## src/rtl/button_event_decoder.sv

```systemverilog
// Pushbutton front end: synchronise, debounce on a 1 ms timebase, and classify
// presses as short, long or double with a held event code and duration.
module button_event_decoder #(
   parameter int unsigned TERMINAL_CNT_1MS = 11999,
   parameter int unsigned DEBOUNCE_MS      = 20,
   parameter int unsigned LONG_PRESS_MS    = 1000,
   parameter int unsigned DOUBLE_GAP_MS    = 300,
   parameter bit          BTN_ACTIVE_LOW   = 1'b1
) (
   input  logic        clk,
   input  logic        rst,
   input  logic        btn_in,
   output logic        btn_state,
   output logic        evt_valid,
   output logic [1:0]  evt_code,
   output logic [11:0] evt_duration,
   output logic [7:0]  evt_count
);

   localparam int unsigned TW = (TERMINAL_CNT_1MS > 0) ? $clog2(TERMINAL_CNT_1MS + 1) : 1;
   localparam logic [TW-1:0] TERM     = TW'(TERMINAL_CNT_1MS);
   localparam logic [7:0]    DB_LAST  = 8'(DEBOUNCE_MS - 1);
   localparam logic [11:0]   LONG_TH  = 12'(LONG_PRESS_MS);
   localparam logic [11:0]   GAP_LAST = 12'(DOUBLE_GAP_MS - 1);
   localparam logic          RELEASED = BTN_ACTIVE_LOW;
   localparam bit            DBL_EN   = (DOUBLE_GAP_MS != 0);

   localparam logic [1:0] CODE_NONE   = 2'b00;
   localparam logic [1:0] CODE_SHORT  = 2'b01;
   localparam logic [1:0] CODE_LONG   = 2'b10;
   localparam logic [1:0] CODE_DOUBLE = 2'b11;

   typedef enum logic [1:0] {
      S_IDLE   = 2'd0,
      S_PRESS1 = 2'd1,
      S_GAP    = 2'd2,
      S_PRESS2 = 2'd3
   } state_t;

   logic          sync1, sync2, btn_sync;
   logic [TW-1:0] ms_cnt;
   logic          tick_1ms;
   logic [7:0]    db_cnt;
   logic          db_differ, toggle, rise, fall;
   logic [11:0]   dur_cnt, gap_cnt, saved_dur;
   state_t        state_q, state_d;
   logic          emit, dur_clr, gap_clr, save_dur, gap_expire;
   logic [1:0]    emit_code;
   logic [11:0]   emit_dur;

   always_ff @(posedge clk or posedge rst) begin
      if (rst) begin
         sync1 <= RELEASED;
         sync2 <= RELEASED;
      end else begin
         sync1 <= btn_in;
         sync2 <= sync1;
      end
   end

   assign btn_sync = sync2 ^ RELEASED;

   always_ff @(posedge clk or posedge rst) begin
      if (rst)           ms_cnt <= '0;
      else if (tick_1ms) ms_cnt <= '0;
      else               ms_cnt <= ms_cnt + 1'b1;
   end

   assign tick_1ms = (ms_cnt == TERM);

   // rise/fall coincide with the accepting tick so they can race gap expiry
   assign db_differ = btn_sync ^ btn_state;
   assign toggle    = tick_1ms & db_differ & (db_cnt == DB_LAST);
   assign rise      = toggle & ~btn_state;
   assign fall      = toggle & btn_state;

   always_ff @(posedge clk or posedge rst) begin
      if (rst) begin
         db_cnt    <= '0;
         btn_state <= 1'b0;
      end else if (tick_1ms) begin
         if (!db_differ || toggle) db_cnt <= '0;
         else                      db_cnt <= db_cnt + 1'b1;
         if (toggle) btn_state <= ~btn_state;
      end
   end

   always_ff @(posedge clk or posedge rst) begin
      if (rst) begin
         dur_cnt   <= '0;
         gap_cnt   <= '0;
         saved_dur <= '0;
      end else begin
         if (dur_clr)                            dur_cnt <= '0;
         else if (tick_1ms && (dur_cnt != '1))   dur_cnt <= dur_cnt + 1'b1;
         if (gap_clr)                            gap_cnt <= '0;
         else if (tick_1ms && (gap_cnt != '1))   gap_cnt <= gap_cnt + 1'b1;
         if (save_dur)                           saved_dur <= dur_cnt;
      end
   end

   assign gap_expire = DBL_EN && tick_1ms && (gap_cnt >= GAP_LAST);

   always_ff @(posedge clk or posedge rst) begin
      if (rst) state_q <= S_IDLE;
      else     state_q <= state_d;
   end

   always_comb begin
      state_d   = state_q;
      emit      = 1'b0;
      emit_code = CODE_NONE;
      emit_dur  = dur_cnt;
      dur_clr   = 1'b0;
      gap_clr   = 1'b0;
      save_dur  = 1'b0;
      case (state_q)
         S_IDLE: begin
            if (rise) begin
               state_d = S_PRESS1;
               dur_clr = 1'b1;
            end
         end
         S_PRESS1: begin
            if (fall) begin
               save_dur = 1'b1;
               if (dur_cnt >= LONG_TH) begin
                  emit      = 1'b1;
                  emit_code = CODE_LONG;
                  state_d   = S_IDLE;
               end else if (!DBL_EN) begin
                  emit      = 1'b1;
                  emit_code = CODE_SHORT;
                  state_d   = S_IDLE;
               end else begin
                  gap_clr = 1'b1;
                  state_d = S_GAP;
               end
            end
         end
         S_GAP: begin
            if (rise) begin
               state_d = S_PRESS2;
               dur_clr = 1'b1;
            end else if (gap_expire) begin
               emit      = 1'b1;
               emit_code = CODE_SHORT;
               emit_dur  = saved_dur;
               state_d   = S_IDLE;
            end
         end
         S_PRESS2: begin
            if (fall) begin
               emit      = 1'b1;
               emit_code = CODE_DOUBLE;
               state_d   = S_IDLE;
            end
         end
         default: state_d = S_IDLE;
      endcase
   end

   always_ff @(posedge clk or posedge rst) begin
      if (rst) begin
         evt_valid    <= 1'b0;
         evt_code     <= CODE_NONE;
         evt_duration <= '0;
         evt_count    <= '0;
      end else begin
         evt_valid <= emit;
         if (emit) begin
            evt_code     <= emit_code;
            evt_duration <= emit_dur;
            evt_count    <= evt_count + 1'b1;
         end
      end
   end

endmodule

```

## config.mk

```make
export PLATFORM = sky130hd
export DESIGN_NAME = button_event_decoder
export DESIGN_NICKNAME = d
export VERILOG_FILES = /design/src/rtl/button_event_decoder.sv
export SDC_FILE = /design/constraint.sdc
export NUM_CORES = 1
export LEC_CHECK = 0
export CAP_MARGIN = 20
export CORE_UTILIZATION = 61
export CTS_BUF_LIST = sky130_fd_sc_hd__clkbuf_2 sky130_fd_sc_hd__clkbuf_4 sky130_fd_sc_hd__clkbuf_8
export DETAILED_ROUTE_END_ITERATION = 8
export GPL_ROUTABILITY_DRIVEN = 0
export PLACE_DENSITY = 0.82
export SYNTH_ARGS = -nofsm -noshare
export SYNTH_HDL_FRONTEND = slang
export SYNTH_SLANG_ARGS = --single-unit
```

## constraint.sdc

```tcl
create_clock -name clk -period 3.55 [get_ports clk]
set_input_delay 0.5325 -clock clk [delete_from_list [all_inputs] [get_ports clk]]
set_output_delay 0.5325 -clock clk [all_outputs]
set_load 0.005 [all_outputs]
```

# == After elaboration in Yosys (flattened, before gate mapping) ==
# Cells that the tools add are included.
# totals
wordCells,83
ff_bits,86
out_inout_bits,24
inputBits,3
# op_classes
n_reduce_logical,11
n_mux,34
eq_ne,11
bitwise,7
magnitude_cmp,2
addsub,5
# op_table
operator,count
$mux 12,7
$add 12x1->12 const B,2
$ne 12x12->1 const B,2
$mux 2,9
$add 8x1->8 const B,2
$add 14x1->14 const B,1
$eq 14x14->1 const B,1
$mux 14,1
$mux 1,13
$ge 12x10->1 const B,1
$ge 12x9->1 const B,1
$eq 8x5->1 const B,1
$mux 8,1
$pmux 2 s4,1
$ne 2x2->1 const B,3
$pmux 2 s3,1
$and 1x1->1,4
$eq 2x2->1 const B,2
$reduce_and 4->1,1
$reduce_bool 2->1,2
$logic_and 1x1->1,3
$ne 3x3->1 const B,1
$pmux 1 s3,1
$eq 2x1->1 const B,1
7 further kinds,8

# == Logic depth before layout (Yosys ltp) ==
# Gate-level depths: netlist (run 1).
# depth
depth_word,8
depth_mapped,9
mapped_depth_nobuf,7

# == Least setup slack after synthesis (run 1) ==
# No wires, ideal clock.
# synth_path
path_kind,register to register
startpoint,register ms_cnt[0]
endpoint,register saved_dur[0]
setup_ns,0.125
path_slack_ns,1.318
period_less_slack_ns,2.232
n_path_buf,2
t_arrival_ns,2.108
stages_incl_launch_ff,10
cell_sequence,dfrtp_1 > ha_1 > and4_1 > nand4_1 > buf_2 > nor2_2 > nand3_1 > nor2_1 > buf_4 > mux2_2
# synth_via
elab_chain_cells,6
# synth_lines
item,line_no,rtl
start: declaration,41,logic [TW-1:0] ms_cnt;
start signal: assignment,66,else ms_cnt <= ms_cnt + 1'b1;
$eq 14x14->1,69,assign tick_1ms = (ms_cnt == TERM);
$and 1x1->1 (2 in a row),73,assign toggle = tick_1ms & db_differ & (db_cnt == DB_LAST);
$and 1x1->1,75,assign fall = toggle & btn_state;
$mux 1,125,if (fall) begin
$mux 1,117,case (state_q)
end signal: assignment,98,if (save_dur) saved_dur <= dur_cnt;
end: declaration,45,"logic [11:0] dur_cnt, gap_cnt, saved_dur;"
# No other way between the ends.
# A chain may end at the register's enable or synchronous reset.

# == Worst setup path after layout (run 1) ==
# layout_path
startpoint,register ms_cnt[0]
endpoint,register dur_cnt[4]
# layout_via
elab_chain_cells,7
word_cells_on_any_way,9
classes_between,eq/ne (1); mux (3); bitwise (3); reduce/logical (2)
# layout_lines
item,line_no,rtl
$eq 14x14->1 *,69,
$and 1x1->1 (2 in a row),73,
$and 1x1->1,74,assign rise = toggle & ~btn_state;
$mux 1,"119, 142",
$mux 1,--,
$mux 12 or $reduce_bool 2->1 (tied branches),--,
end signal: assignment,95,else if (tick_1ms && (dur_cnt != '1)) dur_cnt <= dur_cnt + 1'b1;
end: declaration,45,
# Mark *: on every way between the ends. The rest lies on a longest branch, timed or not.

==> run metrics, run 1 <==
r2r setup slk=0.68 ns; worst-path fanout max=12; top cell type's share of synthesized area=51.3%; vias in the first global route=2898; Setup crit end kind=register; fraction of layout cells with a size suffix above 1=11.4%; most frequent cells in the layout=dfrtp_1, nor2_1, nand2_1; VDD IR-drop max=0.000275 V; antenna viol nets, final=0; switching part of the total power=20.7%; RSZ-0062 raised after global routing=no; final setup TNS=0 ns; Core ar.=0.00642 mm²; Power Internal=1.33 mW; Reg power frac=58.4%; initial antenna violation count=0; WS Path Type=register to register; status=finished, violations left; Crit-path slowest cell=nor2_1; Initial DRC Count=194; post-DP HPWL=5.12 mm; Die Ht=84.0 µm; CTS Buffer Depth=2; CP arrival=3.07 ns; Pwr Total=1.68 mW; logic gate share of total power=1.4%; die width=84.0 µm; most area-consuming cells after synthesis=dfrtp_1, xnor2_1, nor2_1; clock power share=40.2%; Power Dens Cells=362 mW/mm²; clock root buffer=clkbuf_8; vias post-DR=2901; gr ovfl total=0; first-pass GRT wire length=12.9 mm; cell accounting for the most synthesized area=dfrtp_1; post-CTS setup buffer count=0; Max Freq=349 MHz; CTS tree=yes; most common cell after layout, fill and taps aside=dfrtp_1; CTS clk-pin slew, worst paths=0.08 ns; Seq/Total Area, Yosys=52.6%; GRT Total Usage=23.4%; pin count of the biggest net entering global routing=52; wire length per cell=14.7 µm; Setup Skew=0.00816 ns; shortest period the worst path allows=2.87 ns; Synth Register Bits=86; Netlist cell types=46; Core Rows=29; Hold Slack=0.360 ns; Max Cap Viol=0; Net Sw Power=0.349 mW; DRC viols=4; crit share post-route=80.7%; yosys warns=0; clk sinks=86; Die ar.=0.00705 mm²; # setup viols final=0; synthesized area=0.00410 mm²; Max Slew Vio Count=0; layout overhead on the synthesized area=13.4%; cell mode on critical path=nor2_1; Slew @ Worst Pin=0.796 ns; Placed Area=0.00445 mm²; Hold Crit Class=register to register; # diodes=0; routed wire length=7.44 mm; Resized cells post-CTS=0; Syn Nets=406; CP max stage delay=0.64 ns; total CTS buffers=9; crit path cell chain=ha_1 > and4_1 > nand4_1 > or3_1 > nor2_1 > nor2_1; iteration count of the initial detailed-routing pass=7; Nets=435; failing checks=DRC; slew margin rel.=46.7%; Worst-Skew Late Latency=0.35 ns; final count of hold timing violations=0; P_leak=2.14 nW; H-tree depth=3; Required @ worst endpoint=3.75 ns; CTS Hold Bufs=0; final non-filler cell area=0.00465 mm²; Cells after Synth=397; post-DR vias/cell=5.72; critical path launch point type=register; PortBufs=26; initial cell density of the core=63.8%; Avg Cell Area, Syn=10.3 µm²; Top-Level Pins=27
==> Yosys cell counts, drive strengths merged <==
master / n
mux2: 13
and4: 4
a211o: 1
xnor2: 27
o22ai: 1
nand2: 51
nor4b: 3
mux2i: 2
and2: 3
buf: 4
clkbuf: 11
ha: 6
nor2b: 1
o41ai: 1
nor2: 54
nand2b: 3
nor3: 14
a22oi: 11
or2: 1
dfrtp: 84
o211a: 1
a2111oi: 1
nand4: 13
nor4: 4
and4bb: 1
a22o: 2
nor3b: 2
a21oi: 7
a311oi: 1
and3: 3
xor2: 20
a21o: 1
or4: 1
nand3: 22
inv: 11
or3: 3
o21ai: 7
dfstp: 2
==> power groups by stage <==
| stage | Clock (mW) | Sequential (mW) | Combinational (mW) |
|---|---|---|---|
| CTS | 0.683 | 0.981 | 0.0253 |
| global placement | 0 | 1.00 | 0.0252 |
| global route | 0.725 | 0.981 | 0.0283 |
| detailed placement | 0 | 1.00 | 0.0253 |
| finish | 0.675 | 0.981 | 0.0237 |
| floorplan | 0 | 1.00 | 0.0148 |
==> critical path, delay by kind of cell (launching register included) <==
family	cells	cell delay (ns)
fa+ha+maj	1	0.21
flops	1	0.40
simple gates	5	2.10
==> sequential cells by signal (all words and copies together), names as in the netlist, 8 cells and up <==
name          cells
saved_dur        12
evt_count         8
gap_cnt          12
evt_duration     12
ms_cnt           14
db_cnt            8
dur_cnt          12
==> kinds of logic after synthesis <==
family                     share of synthesized area, %
and+or+nand+nor                                    22.7
DFF                                                52.6
xor gates and xnor gates                           10.0
AOI/OAI and AO/OA                                  6.17
buffers and inverters                              2.66
muxes                                              4.06
adders and majority gates                          1.83
==> through the flow <==
step / std cells / worst slack, ns / utilization, %
after floorplan: 397 / 0.799 / -
after global placement: 491 / 0.810 / 69.2
after detailed placement: 492 / 0.693 / 69.3
after CTS: 507 / 0.680 / 72.3
after global routing: 507 / 0.472 / 72.3
final: 507 / 0.683 / 72.3
==> final timing paths <==
kind / from / endpoint / cells after the start
min: sync1 / sync2 / 0
max in group asynchronous: rst / gap_cnt[9] / 3
min reg2reg: sync1 / sync2 / 0
max: ms_cnt[0] / dur_cnt[4] / 6
max reg2reg: ms_cnt[0] / dur_cnt[4] / 6
min in group asynchronous: rst / evt_count[4] / 2
==> routing by layer <==
layer | global-route usage [%] | part of all wire [%] | vias to the layer above
li1 | - | - | 1410
met1 | 30.5 | 47 | 1414
met5 | 0 | 0 | -
met2 | 37.8 | 47 | 65
met4 | 11.9 | 1.8 | 0
met3 | 4.06 | 3.5 | 12
==> cell type report <==
cell class | count | area [µm²]
flip-flops and latches | 86 | 2150
multi-input cells | 285 | 1830
fillers | 468 | 1780
repair buffers | 33 | 325
clock buffers | 11 | 145
well taps | 77 | 96.3
clock inverters | 4 | 47.5
inverters | 11 | 42.5
Note: power is estimated with default switching activity, not from simulation.
==> inputs of run 2 (changes only) <==
--- a/config.mk
+++ b/config.mk
@@ -6,11 +6,11 @@
 export NUM_CORES = 1
 export LEC_CHECK = 0
 export CAP_MARGIN = 20
-export CORE_UTILIZATION = 61
+export CORE_UTILIZATION = 55
 export CTS_BUF_LIST = sky130_fd_sc_hd__clkbuf_2 sky130_fd_sc_hd__clkbuf_4 sky130_fd_sc_hd__clkbuf_8
 export DETAILED_ROUTE_END_ITERATION = 8
 export GPL_ROUTABILITY_DRIVEN = 0
-export PLACE_DENSITY = 0.82
+export PLACE_DENSITY = 0.78
 export SYNTH_ARGS = -nofsm -noshare
 export SYNTH_HDL_FRONTEND = slang
 export SYNTH_SLANG_ARGS = --single-unit
==> constraint.sdc (replaced) <==
create_clock -name clk -period 2.6 [get_ports clk]
set_input_delay 0.39 -clock clk [delete_from_list [all_inputs] [get_ports clk]]
set_output_delay 0.39 -clock clk [all_outputs]
set_load 0.005 [all_outputs]
==> run 2 against run 1 <==
Against the previous run:
- the flow now finishes without violations
- sequential cell count unchanged
- highest routed layer unchanged
- register-to-register slack worse by 0.50 ns
- sequential power rose by 37%
- combinational power is 39% higher
==> run metrics, run 2 (same netlist as run 1, synthesis figures left out) <==
post-DP HPWL=5.35 mm (+4.5%); initial cell density of the core=56.8% (-7.0 points); most common cell after layout, fill and taps aside=dfrtp_1; CTS tree=yes; Max Freq=415 MHz (+19%); Die ar.=0.00780 mm² (+11%); first-pass GRT wire length=12.8 mm (-1.3%); cell mode on critical path=buf_4; Required @ worst endpoint=2.84 ns (-0.91 ns); Top-Level Pins=27 (unchanged); Hold Crit Class=register to register; status=finished clean; Crit-path slowest cell=or3_1; max reg flops=14 (unchanged); Core Util, Final=67.0% (-5.3 points); antenna viol nets, final=0 (unchanged); most frequent cells in the layout=dfrtp_1, nor2_1, nand2_1; crit share post-route=92.8% (+12 points); critical path launch point type=register; Hold Slack=0.382 ns (+0.0223 ns); logic depth of the worst path, buffers included=9 (+3); gr ovfl total=0 (unchanged); Pwr Total=2.40 mW (+43%); Power Dens Cells=496 mW/mm² (+37%); CP arrival=2.65 ns (-0.42 ns); Die Ht=88.3 µm (+5.2%); fraction of layout cells with a size suffix above 1=14.4% (+3.0 points); Core Rows=31 (+6.9%); H-tree depth=3 (unchanged); iteration count of the initial detailed-routing pass=4 (-3); area of the multi-input gates=0.00183 mm² (unchanged); Core ar.=0.00721 mm² (+12%); WS Path Type=register to register; final count of hold timing violations=0 (unchanged); Max Cap Viol=0 (unchanged); Worst R2R Path Depth=9 (+3); P_leak=2.23 nW (+4.4%); final non-filler cell area=0.00483 mm² (+4.0%); CTS clk-pin slew, worst paths=0.09 ns (about the same); slew margin rel.=47.7% (+0.98 points); Setup Skew=0.00703 ns (-0.00114 ns); VDD IR-drop max=0.000295 V (+7.0%); die width=88.3 µm (+5.2%); Max Slew Vio Count=0 (unchanged); # setup viols final=0 (unchanged); worst-path fanout max=14 (+2); Nets=449 (+3.2%); # diodes=0 (unchanged); vias in the first global route=2752 (-5.0%); most flop-heavy register=ms_cnt; PortBufs=26 (unchanged); CTS Buffer Depth=2 (unchanged); layout overhead on the synthesized area=18.0%; post-DR vias/cell=5.49 (-4.1%); shortest period the worst path allows=2.41 ns (-0.454 ns); RSZ-0062 raised after global routing=no; Worst-Skew Late Latency=0.35 ns (about the same); FF/Latch Area=0.00215 mm² (unchanged); routed wire length=7.71 mm (+3.6%); Hold Path Depth=0 (unchanged); vias post-DR=2986 (+2.9%); GRT Total Usage=21.4% (-2.0 points); dpl ws=-0.000747 ns (-0.693 ns); Top delay family on crit path=simple AND/OR/NAND/NOR gates; CP max stage delay=0.44 ns (-0.20 ns); Slew @ Worst Pin=0.776 ns (-0.0200 ns); Placed Area=0.00457 mm² (+2.7%); Initial DRC Count=163 (-16%); Worst Setup Slack, final=0.188 ns (-0.496 ns); initial antenna violation count=0 (unchanged); fillers=546 (+17%); wire length per cell=14.2 µm (-3.5%); Setup crit end kind=register; CTS Hold Bufs=0 (unchanged); clock root buffer=clkbuf_8; DRC viols=0 (-4); crit path cell chain=ha_1 > and4_1 > nand4_1 > buf_4 > or3_1 > nor4b_2 > buf_4 > a22oi_1 > nand2_1; clk sinks=86 (unchanged); total CTS buffers=9 (unchanged); WP buf/inv=2 (+2); pin count of the biggest net entering global routing=87 (+67%)
run 2: cell count changes in the layout (fill, tap and decap cells not counted):
cell / previous run / this run
clkbuf_8: 10 / 9
inv_6: 0 / 2
buf_4: 6 / 18
clkinv_4: 0 / 1
clkbuf_4: 1 / 0
clkinv_2: 3 / 2
bufinv_16: 1 / 2
buf_12: 1 / 3
run 2: routing by layer:
metal / global-route usage [%] / share of wire [%]
met3: 6.53 / 4.3
met1: 27.2 / 44
met2: 35.6 / 51
met5: 0 / 0
met4: 5.72 / 1.1
run 2: metrics by stage:
stage	TNS, ns	cells
after CTS	0	544
after global placement	0	526
after detailed placement	-0.000747	526
final	0	544
after floorplan	0	397
after global routing	0	544
run 2: area by class of cell:
| cell class | instances | area share, % |
|---|---|---|
| timing repair buffer | 47 | 9.42 |
| clock inverter | 7 | 1.99 |
| multi-input combinational | 285 | 37.9 |
| clock buffer | 9 | 2.56 |
| tap | 99 | 2.56 |
| sequential | 86 | 44.6 |
| inverter | 11 | 0.932 |
run 2: worst register-to-register path, delay by kind of cell (launching register included):
family | cells | cell delay [ns]
adders and majority gates | 1 | 0.22
AOI/OAI and AO/OA | 1 | 0.17
DFF | 1 | 0.40
buffers and inverters | 2 | 0.41
and+or+nand+nor | 5 | 1.09
run 2: worst paths after layout:
check	start	to	slack [ns]
worst max-delay path	ms_cnt[0]	evt_duration[4]	0.19
worst min-delay path	sync1	sync2	0.38
worst max register to register	ms_cnt[0]	evt_duration[4]	0.19
worst min register to register	sync1	sync2	0.38
max in group asynchronous	rst	ms_cnt[12]	1.74
min in group asynchronous	rst	evt_valid	0.50
run 2: timing repair:
action / CTS / global route
setup endpoints to repair: 3 / 0
setup buffers: 2 / 0
gates resized for setup: 0 / 0
run 2: power breakdown:
group	leakage [nW]	switching (mW)	internal (mW)
sequential	1.18	0.000845	1.34
clock	0.114	0.477	0.546
combinational	0.938	0.0263	0.00661
total	2.23	0.504	1.89
==> inputs of run 3 (changes only) <==
--- a/config.mk
+++ b/config.mk
@@ -6,6 +6,7 @@
 export NUM_CORES = 1
 export LEC_CHECK = 0
 export CAP_MARGIN = 20
+export CORE_ASPECT_RATIO = 1.5
 export CORE_UTILIZATION = 55
 export CTS_BUF_LIST = sky130_fd_sc_hd__clkbuf_2 sky130_fd_sc_hd__clkbuf_4 sky130_fd_sc_hd__clkbuf_8
 export DETAILED_ROUTE_END_ITERATION = 8
==> run 3 against run 2 <==
Against the previous run:
- register-to-register slack got worse by 0.05 ns
- sequential share of layout area increased by 0.14 points
- utilization decreased by 0.32 points
- total power increased by 1.1%
- final cell count decreased by 0.74%
- final area decreased by 0.31%
- clock-buffer cell count increased by 2
- critical path type unchanged
- largest cell class unchanged
==> run metrics, run 3 (same netlist as run 1, synthesis figures left out) <==
status=finished clean; Max Slew Vio Count=0 (unchanged); CTS clk-pin slew, worst paths=0.08 ns (about the same); vias post-DR=2915 (-2.4%); gr ovfl total=0 (unchanged); vias in the first global route=3014 (+9.5%); Die ar.=0.00781 mm² (about the same); Max Cap Viol=0 (unchanged); dpl ws=0.0898 ns (+0.0906 ns); fraction of layout cells with a size suffix above 1=13.6% (-0.75 points); Worst-Skew Late Latency=0.36 ns (about the same); clk sinks=86 (unchanged); DRC viols=0 (unchanged); Slew @ Worst Pin=0.574 ns (-0.202 ns); Power Dens Cells=503 mW/mm² (+1.5%); Initial DRC Count=146 (-10%); CTS Buffer Depth=2 (unchanged); antenna viol nets, final=0 (unchanged); post-DP HPWL=5.82 mm (+8.7%); Setup crit end kind=register; CP max stage delay=0.39 ns (-0.05 ns); max reg flops=14 (unchanged); Crit-path slowest cell=dfrtp_1; most flop-heavy register=ms_cnt; iteration count of the initial detailed-routing pass=4 (unchanged); initial antenna violation count=0 (unchanged); crit path cell chain=ha_1 > and4_1 > nand4_1 > or2_1 > a311oi_4 > buf_12 > mux2_1; WS Path Type=register to register; FF-to-FF Start=ms_cnt[0]; Placed Area=0.00458 mm² (about the same); Worst Setup Slack, final=0.133 ns (-0.0548 ns); die width=72.5 µm (-18%); post-DR vias/cell=5.40 (-1.7%); PortBufs=26 (unchanged); layout overhead on the synthesized area=17.6%; # diodes=0 (unchanged); P_leak=2.22 nW (-0.72%); worst hold path startpoint=sync1; Max Freq=405 MHz (-2.2%); Setup Skew=0.0113 ns (+0.00430 ns); GRT Total Usage=23.8% (+2.4 points); most common cell after layout, fill and taps aside=dfrtp_1; pin count of the biggest net entering global routing=31 (-64%); Top-Level Pins=27 (unchanged); total CTS buffers=9 (unchanged); CP arrival=2.72 ns (+0.07 ns); initial cell density of the core=56.7% (-0.098 points); first-pass GRT wire length=13.9 mm (+9.0%); Core Rows=38 (+23%); post-CTS setup buffer count=0 (-2); Core ar.=0.00723 mm² (+0.17%); H-tree depth=3 (unchanged); crit share post-route=94.9% (+2.1 points); crit path from=ms_cnt[0]; worst-path fanout max=19 (+5); shortest period the worst path allows=2.47 ns (+0.0548 ns); clock root buffer=clkbuf_8; final non-filler cell area=0.00482 mm² (-0.31%); wire length per cell=15.2 µm (+7.6%); VDD IR-drop max=0.000389 V (+32%); # setup viols final=0 (unchanged); Hold Crit Class=register to register; Required @ worst endpoint=2.85 ns (about the same); CTS tree=yes; Die Ht=108 µm (+22%); Nets=444 (-1.1%); slew margin rel.=61.7% (+14 points); final count of hold timing violations=0 (unchanged); critical path launch point type=register; final setup TNS=0 ns (unchanged); most frequent cells in the layout=dfrtp_1, nor2_1, nand2_1; routed wire length=8.23 mm (+6.8%); RSZ-0062 raised after global routing=yes
[run 3: changes by cell type in the layout (fill, tap and decap cells not counted), sizes merged]
cell	delta
clkinvlp	+3
clkinv	-3
clkbuf	+2
inv	-2
buf	-5
[run 3: power breakdown]
| part | internal (mW) | switching, mW |
|---|---|---|
| combinational | 0.00846 | 0.0270 |
| clock | 0.577 | 0.470 |
| sequential | 1.34 | 0.000814 |
| total | 1.92 | 0.497 |
[run 3: timing repair]
| action | CTS | global route |
|---|---|---|
| resized for setup | 0 | 2 |
| hold buffers | 0 | 0 |
| setup endpoints to repair | 0 | 5 |
[run 3: layout make-up]
| class | count | area (µm²) |
|---|---|---|
| Fill cell | 586 | 2410 |
| Sequential cell | 86 | 2150 |
| Multi-Input combinational cell | 285 | 1850 |
| Timing Repair Buffer | 42 | 418 |
| Clock buffer | 11 | 145 |
| Tap cell | 100 | 125 |
| Clock inverter | 5 | 82.6 |
| Inverter | 11 | 45.0 |
[run 3: critical path: cells and delay by family (launching register included)]
| family | cells | cell delay (ns) |
|---|---|---|
| AND/OR/NAND/NOR | 3 | 0.89 |
| flip-flops | 1 | 0.39 |
| AO/OA/AOI/OAI | 1 | 0.34 |
| multiplexers | 1 | 0.32 |
| adder cells (fa/ha/maj) | 1 | 0.21 |
| buffers and inverters | 1 | 0.20 |
[run 3: path summary, 6_finish.rpt]
kind	end	slack [ns]	depth (start not counted)
min in group asynchronous	db_cnt[0]	0.41	2
min reg2reg	sync2	0.36	0
min	sync2	0.36	0
max in group asynchronous	dur_cnt[4]	1.53	3
max reg2reg	evt_count[1]	0.13	7
max	evt_count[1]	0.13	7
[run 3: per-layer routing]
layer	vias to the layer above	wire [µm]	global-route usage, %
met5	-	0	0
met4	0	142	9.80
met3	12	191	4.87
met2	41	4550	43.0
met1	1429	3350	26.7
li1	1433	-	-
[run 3: per-stage QoR]
stage / utilization, % / power [mW] / hold slack (ns) / std cells
final: 66.7 / 2.42 / 0.361 / 540
after global routing: 66.7 / 2.50 / 0.363 / 540
after CTS: 66.5 / 2.45 / 0.363 / 540
after detailed placement: 63.3 / 1.40 / 0.351 / 524
after global placement: 63.3 / 1.40 / 0.345 / 524
after floorplan: - / 1.39 / 0.345 / 397
==> patch: new RTL, flow settings as in run 2 <==
`BTN_ACTIVE_LOW`: 1'b1 -> 1'b0.
--- a/src/rtl/button_event_decoder.sv
+++ b/src/rtl/button_event_decoder.sv
@@ -7,3 +7,3 @@
    parameter int unsigned DOUBLE_GAP_MS    = 300,
-   parameter bit          BTN_ACTIVE_LOW   = 1'b1
+   parameter bit          BTN_ACTIVE_LOW   = 1'b0
 ) (
Check against the original RTL: same outputs for any inputs over 10 cycles, from zero or initial values and one cycle with rst high; that may be too few to reach the edited logic, so the function may still have changed.
==> patch against run 2 <==
Die area rose by 0.66%. Synthesized cell count decreased by 0.50%. Clock skew is 0.0073 ns higher. Wire length is 0.25% lower. Area after synthesis up 0.67%. Power fell by 6.6%. Final area is 2.5% lower. Setup slack lost 0.010 ns. Global-route usage grew 0.52 points. Sequential cell count unchanged. Critical path type unchanged. Largest cell class unchanged. Highest routed layer unchanged.
==> patch: results (changes against run 2) <==
Status
  – Run status: completed

Layout
  – # fillers: 557 (+2.0%)
  – Final Util: 65.0% (-2.0 points)
  – NumNets Final: 437 (-2.7%)
  – Layout cell share with drive strength beyond 1: 12.2% (-2.1 points)
  – Biggest register: ms_cnt

Logic synthesis
  – Post-Syn Area per Cell: 10.4 um2 (+1.2%)
  – Synth area leaders: dfrtp_1 52%, nand2_1 4.6%, xnor2_1 4.2%
  – Syn nets: 404 (-0.49%)
  – Synth cell types: 43 (-6.5%)
  – Post-synth top cells: 86 x dfrtp_1, 51 x nand2_1, 40 x nor2_1
  – Seq/Total Area, Yosys: 52.2% (-0.41 points)

Power and ir drop
  – Static Leak: 2.20 nW (-1.4%)
  – Maximum vdd ir drop: 0.000265 V (-10%)

CTS
  – Post-CTS Setup Repair Bufs: 0 (-2)

Worst setup path
  – Critical Path Max Stage Delay: 0.59 ns (+0.15 ns)
  – Worst Path Max Fanout: 13 (-1)
  – Critical path origin: ms_cnt[5]
  – Crit-path slowest cell: or4b_4

Global routing
  – Number of global-route vias before repair: 2733 (-0.69%)
  – First-pass GRT wire length: 13000 um (+2.1%)
  – Largest net degree at the start of global routing: 43 (-51%)
  – Total global-route track usage: 21.9% (+0.52 points)

Place
  – Post-DP Area: 4530 um2 (-1.0%)
  – Setup WS pre-CTS: -0.0112 ns (-0.0105 ns)
  – Placed cell count: 516 (-1.9%)
  – Final HPWL DP: 5460 um (+2.1%)

Timing
  – Clk_skew: 0.0143 ns (+0.00731 ns)
  – Slew HR: 62.3% (+15 points)

Detailed routing
  – Routed length per instance: 14.5 um (+2.0%)
  – DR iter-0 viols: 125 (-23%)
  – Metal3 WL: 196 um (-40%)
  – Met2 WL: 3640 um (-7.1%)
  – Routed vias: 3008 (+0.74%)
  – Vias per cell: 5.65 (+3.0%)
  – Wire length on met1: 3670 um (+8.7%)
-- patch: final timing paths --
path / end / slack, ns / cells past startpoint
worst min register to register: btn_sync / 0.36 / 0
worst min-delay path: btn_sync / 0.36 / 0
max in group asynchronous: ms_cnt[2] / 1.67 / 3
worst max-delay path: gap_cnt[1] / 0.18 / 5
worst max register to register: gap_cnt[1] / 0.18 / 5
min in group asynchronous: gap_cnt[9] / 0.37 / 2
-- patch: metal layers --
metal / global-route usage [%] / vias up
met4: 10.4 / 0
met3: 3.73 / 16
met5: 0 / -
li1: - / 1438
met2: 33.8 / 56
met1: 30.2 / 1498
-- patch: kinds of logic after synthesis --
logic type | count (synthesis) | share of synthesized area (%)
AO/OA/AOI/OAI | 46 | 7.13
AND/OR/NAND/NOR | 169 | 21.5
adder cells (fa/ha/maj) | 6 | 1.82
buffers and inverters | 25 | 2.91
multiplexers | 24 | 6.16
XOR/XNOR | 39 | 8.28
flip-flops | 86 | 52.2
-- patch: critical path, delay by kind of cell, from the launching register on --
family | cells | cell delay (ns)
flip-flops | 1 | 0.43
AND/OR/NAND/NOR | 5 | 1.86
-- patch: what timing repair did --
item,4_1_cts,5_1_grt
setup endpoints to repair,3,28
hold buffers,0,0
resized for setup,1,0
pin swaps,0,2
-- patch: layout make-up --
class                   instances  share of cell area (%)
inverters                      10                   0.876
flip-flops and latches         86                    45.6
clock buffers                   9                    2.63
multi-input cells             284                    39.5
repair buffers                 37                    7.54
clock inverters                 7                    1.22
well taps                      99                    2.63
-- patch: power breakdown --
part / internal, W / switching, W
Clock: 0.000358 / 0.000506
Sequential: 0.00134 / 0.000000704
Combinational: 0.00000828 / 0.0000269
Total: 0.00170 / 0.000534
